## config.mk

```make
export PLATFORM = sky130hd
export DESIGN_NAME = addsub_arbiter
export DESIGN_NICKNAME = d
export VERILOG_FILES = /design/src/rtl/addsub_arbiter.sv
export SDC_FILE = /design/constraint.sdc
export NUM_CORES = 1
export LEC_CHECK = 0
export ABC_AREA = 1
export CORE_MARGIN = 5
export CORE_UTILIZATION = 53
export DETAILED_ROUTE_END_ITERATION = 16
export MAX_ROUTING_LAYER = met4
export PLACE_DENSITY = 0.93
export SLEW_MARGIN = 20
export SYNTH_ARGS = -nofsm -noshare
export SYNTH_HDL_FRONTEND = slang
export SYNTH_HIERARCHICAL = 1
export SYNTH_SLANG_ARGS = --single-unit
export TNS_END_PERCENT = 30
```

## constraint.sdc

```tcl
create_clock -name clk -period 2.9 [get_ports clk]
set_input_delay 0.58 -clock clk [delete_from_list [all_inputs] [get_ports clk]]
set_output_delay 0.58 -clock clk [all_outputs]
set_load 0.01 [all_outputs]
```

## src/rtl/addsub_arbiter.sv

```systemverilog
// Two-requester front end for a shared 4-bit adder/subtractor: registered
// req/ack handshake, round-robin tie break, programmable settle wait, tagged result.

module adder_subtractor_4bit (
  input  logic [3:0] a,
  input  logic [3:0] b,
  input  logic       sel,
  output logic [3:0] s,
  output logic       cout
);
  logic [4:0] sum;

  // Subtract as A + ~B + 1, so cout=1 means no borrow.
  assign sum  = {1'b0, a} + {1'b0, b ^ {4{sel}}} + {4'b0, sel};
  assign s    = sum[3:0];
  assign cout = sum[4];
endmodule

module addsub_arbiter #(
  parameter int SETTLE_CYCLES = 2
) (
  input  logic       clk,
  input  logic       rst,
  input  logic       req0,
  input  logic [3:0] a0,
  input  logic [3:0] b0,
  input  logic       sel0,
  input  logic       req1,
  input  logic [3:0] a1,
  input  logic [3:0] b1,
  input  logic       sel1,
  output logic       ack0,
  output logic       ack1,
  output logic       busy,
  output logic       res_valid,
  output logic       res_id,
  output logic [3:0] res,
  output logic       res_cout,
  output logic       res_ovf
);
  typedef enum logic {IDLE, SETTLE} state_t;

  typedef struct packed {
    logic [3:0] a;
    logic [3:0] b;
    logic       sel;
  } op_t;

  localparam logic [3:0] CNT_LAST = 4'(SETTLE_CYCLES - 1);

  state_t     state;
  op_t        op_q;
  logic       owner_q;
  logic       last_gnt;
  logic [3:0] cnt;
  logic       gnt_id;
  logic [3:0] add_s;
  logic       add_cout;
  logic       ovf;

  // Requester 1 wins when alone or on a tie it did not win last time.
  always_comb begin
    gnt_id = 1'b0;
    if (req1 && (!req0 || !last_gnt))
      gnt_id = 1'b1;
  end

  adder_subtractor_4bit u_addsub (
    .a    (op_q.a),
    .b    (op_q.b),
    .sel  (op_q.sel),
    .s    (add_s),
    .cout (add_cout)
  );

  assign ovf = op_q.sel ? ((op_q.a[3] != op_q.b[3]) && (add_s[3] != op_q.a[3]))
                        : ((op_q.a[3] == op_q.b[3]) && (add_s[3] != op_q.a[3]));

  always_ff @(posedge clk) begin
    if (rst) begin
      state     <= IDLE;
      op_q      <= '0;
      owner_q   <= 1'b0;
      last_gnt  <= 1'b1;
      cnt       <= '0;
      ack0      <= 1'b0;
      ack1      <= 1'b0;
      busy      <= 1'b0;
      res_valid <= 1'b0;
      res_id    <= 1'b0;
      res       <= '0;
      res_cout  <= 1'b0;
      res_ovf   <= 1'b0;
    end else begin
      ack0      <= 1'b0;
      ack1      <= 1'b0;
      res_valid <= 1'b0;
      case (state)
        IDLE: begin
          if (req0 || req1) begin
            op_q     <= gnt_id ? op_t'{a1, b1, sel1} : op_t'{a0, b0, sel0};
            owner_q  <= gnt_id;
            last_gnt <= gnt_id;
            ack0     <= !gnt_id;
            ack1     <= gnt_id;
            cnt      <= '0;
            busy     <= 1'b1;
            state    <= SETTLE;
          end
        end
        SETTLE: begin
          if (cnt == CNT_LAST) begin
            res       <= add_s;
            res_cout  <= add_cout;
            res_ovf   <= ovf;
            res_id    <= owner_q;
            res_valid <= 1'b1;
            busy      <= 1'b0;
            state     <= IDLE;
          end else begin
            cnt <= cnt + 4'd1;
          end
        end
        default: state <= IDLE;
      endcase
    end
  end
endmodule

```

==> run summary <==
Final hold violations = 0
Worst hold path depth = 2
Die area = 3820 um2
CTS tree = done
WP data arrival = 2100 ps
Internal = 555 uW
Fmax = 0.541 GHz
CTS sink cnt = 27
Most used cell, CP = nand2_1
Top-level port count = 33
Routed vias = 1,276
Detail Placement HPWL = 2140 um
Number of buffers added on ports = 32
Cells after Synth = 197
DRC Markers = 0
Avg Cell Area, Syn = 7.22 um2
Initial Util = 56.3%
Final Util = 69.4%
Combinational share of power = 27.5%
Cts hold-fix bufs = 0
Worst Path Required = 3150 ps
Crit path kind = flip-flop to flip-flop
Worst-Margin Slew = 721 ps
GRT busiest layer = met2
VDD IR max = 0.306 mV
Vias per cell = 4.98
Post-CTS Setup Bufs = 0
Status = finished clean
H-Tree Level Count = 1
Setup crit start kind = flip-flop
Post-cts resize count = 0
Overall die width = 61.8 um
Antenna Cells = 0
Clk pwr share = 20.8%
Largest net degree at the start of global routing = 21
Wirelength, routed = 2810 um
Synth async-reset ratio = 0%
Worst reg2reg setup slack = 1050 ps
Post-DRT Antenna Nets = 0
RSZ-0062 raised after global routing = no
Synth Net Count = 225
Antenna violations before repair = 0
Area grow syn2layout = 23.2%
Critical path cell sequence = xor2_1, ha_1, nand2_1, inv_1, nand2_2, nand2_1, nand2_1, nand2_1, inv_1, nor2_1, nand2_1, nand2_1, nand2_1, nand2_1
Pwr per Cell Area = 473 nW/um2
Layout cells sized above 1 = 7.08%
Met1 usage = 19.8%
Biggest register = op_q
Core Box Area = 2520 um2
Mapped cell area = 1420 um2
Die Height = 61.8 um
Min-delay worst type = flip-flop to flip-flop
CTS Root Cell = clkbuf_4
Grt total ovfl = 0
Crit-path max cell delay = 540 ps
Register area share after synthesis = 38.0%
Cell taking the most area after synthesis = dfxtp_1
Number of cells on the worst reg-to-reg path = 14
Post-synth top area share = 38.0%
Num CTS Buffers = 3
Worst Setup End Kind = flip-flop
Top flop regs = op_q (9), cnt (4), res (4)
Max_slew headroom = 51.9%
P_leak = 0.000840 uW
Iteration-0 DRC Markers = 17
# rows = 18
Clock-pin slew on the worst setup and hold paths = 160 ps
Synth cell types = 28
Max-slew violation count = 0
Clock Latency Late Sink = 340 ps
Placer Congestion = 0.777
Max-Cap Viols = 0
Final period util = 63.8%
Final Setup Violations = 0
Ys flop type = dfxtp_1
Register share of total power = 51.7%
Met3 usage = 1.86%
Post-synth EDFFs = 0
Slowest-stage cell, CP = dfxtp_1
Yosys warnings = 6
Global-route wire length before repair = 4730 um
Register bit total from synthesis = 27
Post-route clock skew = 6.32 ps
Routed WL per cell = 11.0 um
Vias in the first global route = 1,173
Net Sw Frac = 32.9%
Clock period minus worst slack = 1850 ps
Sw Pwr = 273 uW
Grt met2 use = 28.6%
Setup TNS = 0 ps
Fin nets = 255
Max reg flops = 9
Total track usage = 16.6%
Crit-path max FO = 7
Synth area leaders = dfxtp_1, nand2_1, nor2_1
Deepest clock path buffer count = 2
DRT Pass-1 Iters = 4
## cell usage after synthesis, types with 3 or more instances
| cell type | count |
|---|---|
| ha_1 | 5 |
| o21ai_0 | 6 |
| nand2_1 | 49 |
| dfxtp_1 | 27 |
| buf_4 | 3 |
| nor2_1 | 34 |
| nand2_2 | 4 |
| a21oi_1 | 7 |
| inv_1 | 18 |
| o21ai_1 | 3 |
| xor2_1 | 7 |
| nand3_1 | 15 |
## power groups by stage
| stage | Combinational (uW) | Sequential (uW) | Clock, uW |
|---|---|---|---|
| after floorplan | 166 | 430 | 0 |
| final | 228 | 428 | 172 |
| after detailed placement | 227 | 436 | 0 |
| after global routing | 257 | 432 | 186 |
| after global placement | 216 | 434 | 0 |
| after CTS | 229 | 428 | 173 |
## layout make-up
cell class | count | area, um2
Clock buffer | 3 | 22.5
Clock inverter | 1 | 5.00
Fill cell | 212 | 771
Inverter | 20 | 77.6
Multi-Input combinational cell | 143 | 748
Sequential cell | 27 | 541
Tap cell | 30 | 37.5
Timing Repair Buffer | 32 | 320
## per-layer routing
layer	vias to the layer above	routed length, um
li1	673	-
met4	0	49
met5	-	0
met1	565	1280
met3	5	160
met2	33	1320
## critical path, delay by kind of cell (launching register included)
family        cells  cell delay, ps
xor+xnor          1             300
fa+ha+maj         1             290
buf+inv           2             110
flops             1             540
simple gates     10             560
## worst paths after layout
path                     endpoint                 start
max reg2reg  res_ovf$_SDFFE_PP0P_  op_q[0]$_SDFFE_PP0P_
max          res_ovf$_SDFFE_PP0P_  op_q[0]$_SDFFE_PP0P_
min           res_id$_SDFFE_PP0P_   res_id$_SDFFE_PP0P_
min reg2reg   res_id$_SDFFE_PP0P_   res_id$_SDFFE_PP0P_
## placed cells by master, fill, tap and decap left out, types with 2 or more instances in the layout
cell             netlist  routed
nand2_1               49      49
nor2_1                34      34
clkdlybuf4s50_1        0      32
dfxtp_1               27      27
inv_1                 18      18
nand3_1               15      15
a21oi_1                7       7
xor2_1                 7       7
o21ai_0                6       6
ha_1                   5       5
nand2_2                4       4
o21ai_1                3       3
clkbuf_4               0       3
nor3_1                 2       2
## cell families (layout without fill, tap and decap cells)
family	after synthesis	count (layout)	share of synthesized area, %
and+or+nand+nor	110	110	34.5
xor gates and xnor gates	8	8	4.93
adders and majority gates	6	6	5.81
buffers and inverters	27	56	9.33
DFF	27	27	38.0
AOI/OAI and AO/OA	19	19	7.39
## through the flow
stage | cell area, um2 | hold slack (ps) | cells | power, uW | worst slack [ps]
2_1_floorplan | 1420 | 419 | 197 | 596 | 1250
3_3_place_gp | 1720 | 448 | 252 | 650 | 813
3_5_place_dp | 1720 | 458 | 252 | 663 | 723
4_1_cts | 1750 | 480 | 256 | 830 | 1060
5_1_grt | 1750 | 505 | 256 | 876 | 895
6_report | 1750 | 482 | 256 | 828 | 1050
Power figures use the tool's default switching activity.
